[src/rtl/gatorga_pkg.sv]
// Shared constants and types for the player input conditioning path.
// Button bit order matches the board pin order: P1 right/left, then P2 right/left.
package gatorga_pkg;

  localparam int NUM_BTNS    = 4;
  localparam int NUM_PLAYERS = 2;

  localparam int BTN_P1_R = 0;
  localparam int BTN_P1_L = 1;
  localparam int BTN_P2_R = 2;
  localparam int BTN_P2_L = 3;

  typedef logic [NUM_BTNS-1:0]    btn_vec_t;
  typedef logic [NUM_PLAYERS-1:0] player_vec_t;

  // Galois mask for x^16 + x^14 + x^13 + x^11 in right-shift form (bits 15,13,12,10).
  localparam logic [15:0] LFSR_TAPS = 16'hB400;

  // One right-shift Galois step: the bit shifted out feeds back into the tap positions.
  function automatic logic [15:0] lfsr_next(input logic [15:0] s);
    logic [15:0] n;
    n = {1'b0, s[15:1]};
    if (s[0]) n = n ^ LFSR_TAPS;
    return n;
  endfunction

endpackage

[src/rtl/btn_debounce.sv]
// One push-button: two-flop synchroniser, stable-count debounce filter and a
// one-cycle pulse on each accepted rising edge. A new level is accepted only
// after it has been seen on the synchronised input for DEBOUNCE_CYCLES cycles.
module btn_debounce #(
  parameter int DEBOUNCE_CYCLES = 250000
) (
  input  logic pixel_clk,
  input  logic rst_n,
  input  logic btn_raw_i,
  output logic stable_o,
  output logic press_o
);

  localparam int CW = $clog2(DEBOUNCE_CYCLES);
  localparam logic [CW-1:0] CNT_MAX = CW'(DEBOUNCE_CYCLES - 1);

  logic          s1_q, s2_q;
  logic [CW-1:0] cnt_q, cnt_d;
  logic          stable_q, stable_d;
  logic          stable_dly_q;
  logic          press_q;

  // Synchroniser: the raw pin is only ever observed through s2_q.
  always_ff @(posedge pixel_clk or negedge rst_n) begin
    if (!rst_n) begin
      s1_q <= 1'b0;
      s2_q <= 1'b0;
    end else begin
      s1_q <= btn_raw_i;
      s2_q <= s1_q;
    end
  end

  // Debounce: count while the input disagrees with the accepted level; any
  // agreement restarts the count, and the count saturates by accepting.
  always_comb begin
    cnt_d    = cnt_q;
    stable_d = stable_q;
    if (s2_q == stable_q) begin
      cnt_d = '0;
    end else if (cnt_q < CNT_MAX) begin
      cnt_d = cnt_q + 1'b1;
    end else begin
      stable_d = s2_q;
      cnt_d    = '0;
    end
  end

  // Filter state plus a delayed copy of the accepted level for edge detection.
  always_ff @(posedge pixel_clk or negedge rst_n) begin
    if (!rst_n) begin
      cnt_q        <= '0;
      stable_q     <= 1'b0;
      stable_dly_q <= 1'b0;
      press_q      <= 1'b0;
    end else begin
      cnt_q        <= cnt_d;
      stable_q     <= stable_d;
      stable_dly_q <= stable_q;
      press_q      <= stable_q & ~stable_dly_q;
    end
  end

  assign stable_o = stable_q;
  assign press_o  = press_q;

endmodule

[src/rtl/player_input_cond.sv]
// Conditions the four raw player buttons for the paddle blocks (pixel_clk domain).
// Each button is synchronised and debounced; per player, simultaneous left and
// right cancel out, and the resulting direction is sampled once per frame on fsync.
// Optional feature macro: PLAYER_INPUT_LFSR_EN adds a free-running 16-bit LFSR
// whose low bit is captured into rand_dir on every button press (serve direction).
module player_input_cond
  import gatorga_pkg::*;
#(
  parameter int          DEBOUNCE_CYCLES = 250000,
  parameter logic [15:0] LFSR_SEED       = 16'hACE1
) (
  input  logic       pixel_clk,
  input  logic       rst_n,
  input  logic       fsync,
  input  logic [3:0] btn_raw,
  output logic [3:0] btn_stable,
  output logic [3:0] press_pulse,
  output logic [1:0] move_right,
  output logic [1:0] move_left,
  output logic       rand_dir
);

  btn_vec_t    stable_w, press_w;
  player_vec_t want_r, want_l;
  player_vec_t move_r_q, move_l_q;

  // One filter per button.
  for (genvar b = 0; b < NUM_BTNS; b++) begin : g_btn
    btn_debounce #(
      .DEBOUNCE_CYCLES(DEBOUNCE_CYCLES)
    ) u_deb (
      .pixel_clk(pixel_clk),
      .rst_n    (rst_n),
      .btn_raw_i(btn_raw[b]),
      .stable_o (stable_w[b]),
      .press_o  (press_w[b])
    );
  end

  // Conflict resolution from registered debounced levels: both held means neither.
  for (genvar p = 0; p < NUM_PLAYERS; p++) begin : g_player
    localparam int R = (p == 0) ? BTN_P1_R : BTN_P2_R;
    localparam int L = (p == 0) ? BTN_P1_L : BTN_P2_L;
    assign want_r[p] = stable_w[R] & ~stable_w[L];
    assign want_l[p] = stable_w[L] & ~stable_w[R];
  end

  // Frame latch: directions only move on fsync cycles (every such cycle if held).
  always_ff @(posedge pixel_clk or negedge rst_n) begin
    if (!rst_n) begin
      move_r_q <= '0;
      move_l_q <= '0;
    end else if (fsync) begin
      move_r_q <= want_r;
      move_l_q <= want_l;
    end
  end

  assign btn_stable  = stable_w;
  assign press_pulse = press_w;
  assign move_right  = move_r_q;
  assign move_left   = move_l_q;

`ifdef PLAYER_INPUT_LFSR_EN
  logic [15:0] lfsr_q;
  logic        rand_q;

  // Free-running LFSR; a press samples its low bit as the serve direction.
  always_ff @(posedge pixel_clk or negedge rst_n) begin
    if (!rst_n) begin
      lfsr_q <= LFSR_SEED;
      rand_q <= 1'b0;
    end else begin
      lfsr_q <= lfsr_next(lfsr_q);
      if (|press_w) rand_q <= lfsr_q[0];
    end
  end

  assign rand_dir = rand_q;
`else
  // Seed is meaningless without the LFSR; fold it into a sink to keep lint quiet.
  logic seed_unused;
  assign seed_unused = ^LFSR_SEED;
  assign rand_dir    = 1'b0;
`endif

endmodule
[config.mk]
export PLATFORM = sky130hd
export DESIGN_NAME = player_input_cond
export DESIGN_NICKNAME = d
export VERILOG_FILES = /design/src/rtl/gatorga_pkg.sv /design/src/rtl/btn_debounce.sv /design/src/rtl/player_input_cond.sv
export SDC_FILE = /design/constraint.sdc
export NUM_CORES = 1
export LEC_CHECK = 0
export CAP_MARGIN = 20
export CORE_MARGIN = 3
export CORE_UTILIZATION = 55
export CTS_CLUSTER_SIZE = 28
export DETAILED_ROUTE_END_ITERATION = 10
export PLACE_DENSITY = 0.84
export SLEW_MARGIN = 20
export SYNTH_ARGS = -nofsm -noshare
export SYNTH_HDL_FRONTEND = slang
export SYNTH_SLANG_ARGS = --single-unit
[constraint.sdc]
create_clock -name pixel_clk -period 3.1 [get_ports pixel_clk]
set_input_delay 0.465 -clock pixel_clk [delete_from_list [all_inputs] [get_ports pixel_clk]]
set_output_delay 0.465 -clock pixel_clk [all_outputs]
set_load 0.02 [all_outputs]
After elaboration in Yosys (flattened, before gate mapping)

Cells that the tools add are included.

Register bits: 96
Latch bits: 0
Memory bits (writable): 0
Memory bits (read-only): 0
Input bits: 7
Output and inout port bits: 13
Logic and storage cells: 74
Memories: 0

$add $sub $neg: 4
$mul: 0
Divide/modulo/power cells: 0
$lt $le $gt $ge: 4
Equal/unequal tests: 4
Shifts and indexed selects: 0
Mux-type cells: 8
Bitwise operators: 24
Reductions and logical operators: 4

Operator list:

| operator                                                        | count |
|---|---|
| 18-bit two-way mux                                              | 8 |
| 18-bit by 1-bit adder with 18-bit output, second input constant | 4 |
| 18-bit less-than comparator, second input constant              | 4 |
| 1-bit inverter                                                  | 16 |
| 1-bit bitwise AND                                               | 8 |
| 2-bit AND reduction                                             | 4 |
| 1-bit equality test                                             | 4 |

Depth between registers and ports, before layout

Depth in word-level cells: 3
Mapped depth: 6
Gate-level depth less buffers: 5

Cells and area by module

Synthesis repeated with hierarchy kept, for this count alone.

Cells, all modules: 418
Area, all modules: 4485.6 µm²

Modules (own cells, without submodules):

| module            | times used | cells each | area an instance (µm²) |
|---|---|---|---|
| btn_debounce      | 4          | 100        | 1077.3 |
| player_input_cond | 1          | 18         | 176.4 |

Worst setup path before layout

No wires, ideal clock.

Path type: register -> register
Start: register g_btn[3].u_deb.cnt_q[0]
End: register g_btn[3].u_deb.cnt_q[10]
Arrival time: 1818 ps
Slack: 1196 ps
Stages on the path, launching flop included: 7
Buffers on the path: 1
Clock period less this slack: 1904 ps
Path through: dfrtp_1 > ha_1 > and3_1 > o41ai_1 > a31oi_1 > clkbuf_1 > nor3_1

Word-level cells in the longest chain between the ends: 3
Elaborated cells between the ends (all ways): 4
Classes of those cells: add/sub (1); order compare (1); mux (2)

Ends and longest elaborated chain:

| element                                                                                 | line                                   | source |
|---|---|---|
| start: declaration                                                                      | btn_debounce.sv:18                     | `logic [CW-1:0] cnt_q, cnt_d;` |
| start signal: assignment                                                                | btn_debounce.sv:57                     | `cnt_q <= cnt_d;` |
| 18-bit by 1-bit adder with 18-bit output or 18-bit less-than comparator (tied branches) | btn_debounce.sv:42, btn_debounce.sv:41 |  |
| 18-bit two-way mux (*)                                                                  | btn_debounce.sv:41                     | `end else if (cnt_q < CNT_MAX) begin` |
| 18-bit two-way mux (*)                                                                  | btn_debounce.sv:39                     | `if (s2_q == stable_q) begin` |
| net g_btn[3].u_deb.cnt_d[10]                                                            | btn_debounce.sv:18                     |  |

Mark *: on every way through the listed nets, which the timed path passes. The rest lies on a longest branch.
A chain may end at the register's enable or synchronous reset.

Worst setup path in the final report

Start: register g_btn[1].u_deb.cnt_q[0]
End: register g_btn[1].u_deb.cnt_q[17]

Word-level cells in the longest chain between the ends: 3
Elaborated cells between the ends (all ways): 4
Classes of those cells: add/sub (1); order compare (1); mux (2)

Ends and longest elaborated chain:

| element                                                                                 | line |
|---|---|
| start: declaration                                                                      | btn_debounce.sv:18 |
| start signal: assignment                                                                | btn_debounce.sv:57 |
| 18-bit by 1-bit adder with 18-bit output or 18-bit less-than comparator (tied branches) | btn_debounce.sv:42, btn_debounce.sv:41 |
| 18-bit two-way mux (*)                                                                  | btn_debounce.sv:41 |
| 18-bit two-way mux (*)                                                                  | btn_debounce.sv:39 |
| net g_btn[1].u_deb.cnt_d[17]                                                            | btn_debounce.sv:18 |

Marked as above.

==> results.rst <==
.. list-table::
   :header-rows: 1

   * - Metric
     - Value
   * - Crit-path slowest cell
     - sky130_fd_sc_hd__o41ai_1
   * - Top fanout value on the critical path
     - 11
   * - #FFs+latches synth
     - 96
   * - Static Leak
     - 0.00196 uW
   * - Quantity of I/O buffers inserted on ports
     - 18
   * - Area fraction in compound gates after synthesis
     - 0.0764
   * - Combinational family with the most area after synthesis
     - simple AND/OR/NAND/NOR gates
   * - PnR Total Power
     - around 2300 uW
   * - Total via count in the routed design
     - between 3,000 and 4,000
   * - Number of warnings issued by yosys
     - 0
   * - WS Path Type
     - reg2reg
   * - Final Wtd Congestion
     - between 0.8 and 0.9
   * - Worst supply voltage drop on vdd
     - around 0.25 mV
   * - Ratio of cells with drive above 1 in the final layout
     - 0.0925
   * - Measured slew at the worst slew-check pin
     - roughly 800 ps
   * - Max-Cap Viols
     - 0
   * - Final setup TNS
     - 0 ps
   * - Number of nets in the layout
     - 461
   * - Avg Synthesized Cell Area
     - roughly 11 um^2
   * - Number of max-slew violations in the final report
     - 0
   * - Routed len/inst
     - roughly 15 um
   * - Highest-count cells in the layout ignoring fill and taps
     - sky130_fd_sc_hd__dfrtp_1 (96), sky130_fd_sc_hd__nor3_1 (76), sky130_fd_sc_hd__xnor2_1 (47)
   * - Clock network latency to the later pin of the worst-skew pair
     - 360 ps
   * - First-pass GRT wire length
     - roughly 15,000 um
   * - Post CTS Setup Buffer Count
     - 0
   * - Upper clock frequency limit
     - approximately 410 MHz
   * - Maximum buffer depth of the clock tree
     - 2
   * - Total I/O pin count
     - 20
   * - Antenna cells
     - 0
   * - TritonCTS clock tree
     - done
   * - Worst hold path type
     - in2async
   * - Number of standard cells in the final layout excluding fillers
     - about 560
   * - Root buf cell
     - sky130_fd_sc_hd__clkbuf_8
   * - Final wirelength
     - roughly 8400 um
   * - Antenna-violating nets left
     - 0
   * - Initial cell density of the core
     - 0.576
   * - Final count of negative-setup-slack endpoints
     - 0
   * - CP arrival
     - around 2700 ps
   * - Placed cell count
     - about 540
   * - Routed via count divided by cell count
     - around 5.8
   * - Unrepaired setup endpoints after global routing
     - false
   * - H-tree Lvls
     - 3
   * - Delay of the slowest cell on the worst path
     - around 440 ps
   * - Relative slew slack
     - 0.449
   * - Number of sinks on the clock net
     - 96
   * - Number of design-rule violations left by the first detailed-router iteration
     - 160
   * - Die area
     - 9340 um^2
   * - Die width
     - between 90 and 100 um
   * - Data required time of the worst path
     - 3350 ps
   * - Number of antenna violations at the first check in global routing
     - 0
   * - CP Cell Sequence
     - ha_1 -> and3_1 -> o41ai_1 -> a31oi_1 -> buf_4 -> a211oi_1
   * - Total DRC errors in the routed layout
     - 0
   * - Maximum number of pins on one net before global-route repair
     - 97
   * - Distinct cell type count after synthesis
     - 34
   * - Simple-gate portion of the synthesized area
     - 0.226
   * - Number of hold-repair buffers added at the cts stage
     - 0
   * - Post-cts resize count
     - 0
   * - Result of the run
     - complete, no violations
   * - Final clock skew
     - 9.69 ps
   * - Gr ovfl total
     - 0
   * - Global router's overall resource usage
     - 0.188
   * - Number of instances in the synthesized netlist
     - approximately 430
   * - Min cycle time layout
     - around 2400 ps
   * - P per Cell Area
     - around 450 nW/um^2
   * - Reg clk slew, reported paths
     - about 90 ps
   * - Vias in the first global route
     - ~3,300
   * - Final number of hold-violating endpoints
     - 0
   * - Area of the mapped netlist
     - 4520 um^2
   * - Num CTS Buffers
     - 9
   * - Adder-cell share of the synthesized area
     - 0.0111
   * - Most common cell after layout, fill and taps aside
     - sky130_fd_sc_hd__dfrtp_1
   * - Share of cell area taken by muxes after synthesis
     - 0
   * - Kind of start point of the critical path
     - register
   * - Total iterations of the first detailed-routing run
     - 4
   * - Site row count
     - 32
   * - Sequential cell area fraction in the yosys report
     - 0.532
   * - Sum of net half-perimeters after detailed placement
     - 5770 um
   * - Placeable core area
     - 7850 um^2
   * - Post-Synthesis Net Count
     - 440
   * - DIE HEIGHT
     - roughly 97 um
   * - Layout Area Growth over Synthesis
     - 11.1%
   * - Final worst hold slack
     - between 100 and 150 ps
   * - Synthesized-area fraction occupied by xor and xnor cells
     - 0.110
   * - Critical Path Sink Type
     - register
   * - Share of the clock period used by the worst path after layout
     - 0.779
==> metrics by stage <==
stage	area, um^2	worst slack [ps]	utilization
floorplan	4520	1200	-
global placement	4800	917	0.612
detailed placement	4800	716	0.612
CTS	5020	701	0.640
global route	5020	527	0.640
finish	5020	686	0.640
==> synthesized netlist by cell type (all sizes together) <==
library cell	number	area (um^2)
or2	3	18.8
or4	5	56.3
a311o	1	10.0
o41ai	4	35.0
ha	4	50.1
a31o	7	61.3
nor2	18	67.6
nor2b	4	25.0
a31oi	4	25.0
clkbuf	5	18.8
o211a	3	30.0
nor3	76	380
xnor2	47	412
buf	12	82.6
o21ai	14	70.1
and4	2	17.5
nor4	7	43.8
o32ai	3	26.3
and3	7	43.8
nand3	20	100
nor3b	4	30.0
nand2	11	41.3
xor2	10	87.6
nand4	16	143
conb	1	3.75
dfrtp	96	2400
inv	25	93.8
a211oi	11	87.6
or3	9	56.3
==> kinds of logic (layout without fill, tap and decap cells) <==
family,after synthesis,after routing
adders and majority gates,4,4
AOI/OAI and AO/OA,47,47
buffers and inverters,42,67
other,1,1
xor gates and xnor gates,57,57
and+or+nand+nor,182,182
DFF,96,96
==> flip-flops by register name (all words and copies together) (netlist names) <==
name / flops
g_btn.u_deb.cnt_q: 72
g_btn.u_deb.press_o: 4
g_btn.u_deb.s1_q: 4
g_btn.u_deb.s2_q: 4
g_btn.u_deb.stable_dly_q: 4
g_btn.u_deb.stable_o: 4
move_left: 2
move_right: 2
==> final cells by class <==
| cell class | count | area, um^2 |
|---|---|---|
| repair buffers | 27 | 258 |
| multi-input cells | 291 | 1920 |
| clock buffers | 10 | 138 |
| clock inverters | 5 | 81.3 |
| flip-flops and latches | 96 | 2400 |
| well taps | 102 | 128 |
| fillers | 619 | 2830 |
| inverters | 25 | 93.8 |
==> power by group <==
| part | total, uW | switching, uW | leakage [uW] | internal, uW |
|---|---|---|---|---|
| Sequential | 1290 | 16.2 | 0.00131 | 1270 |
| Clock | 888 | 417 | 0.000108 | 472 |
| Combinational | 79.6 | 51.4 | 0.000543 | 28.3 |
| Total | 2250 | 484 | 0.00196 | 1770 |
==> path summary, 6_finish.rpt <==
kind                       depth (start not counted)  slack, ps               startpoint                       end
max                                                6        690  g_btn[1].u_deb.cnt_q[0]  g_btn[1].u_deb.cnt_q[17]
min                                                2        120                    rst_n  g_btn[1].u_deb.cnt_q[12]
max reg2reg                                        6        690  g_btn[1].u_deb.cnt_q[0]  g_btn[1].u_deb.cnt_q[17]
min reg2reg                                        0        350      g_btn[2].u_deb.s1_q       g_btn[2].u_deb.s2_q
max in group asynchronous                          2       2580                    rst_n   g_btn[2].u_deb.cnt_q[9]
min in group pixel_clk                             0        350      g_btn[2].u_deb.s1_q       g_btn[2].u_deb.s2_q
==> per-layer routing <==
metal	GRT usage	vias up	wire length [um]	part of all wire
met4	0.0821	0	127	0.015
met2	0.312	45	4250	0.50
li1	-	1573	-	-
met1	0.249	1606	3860	0.46
met3	0.0260	11	202	0.024
met5	0	-	0	0
==> worst max-delay path, delay by kind of cell (launching register included) <==
kind / cells / cell delay [ps]
and+or+nand+nor: 1 / 230
adders and majority gates: 1 / 250
DFF: 1 / 420
AOI/OAI and AO/OA: 3 / 1090
buffers and inverters: 1 / 310
(Power assumes the default switching activity.)
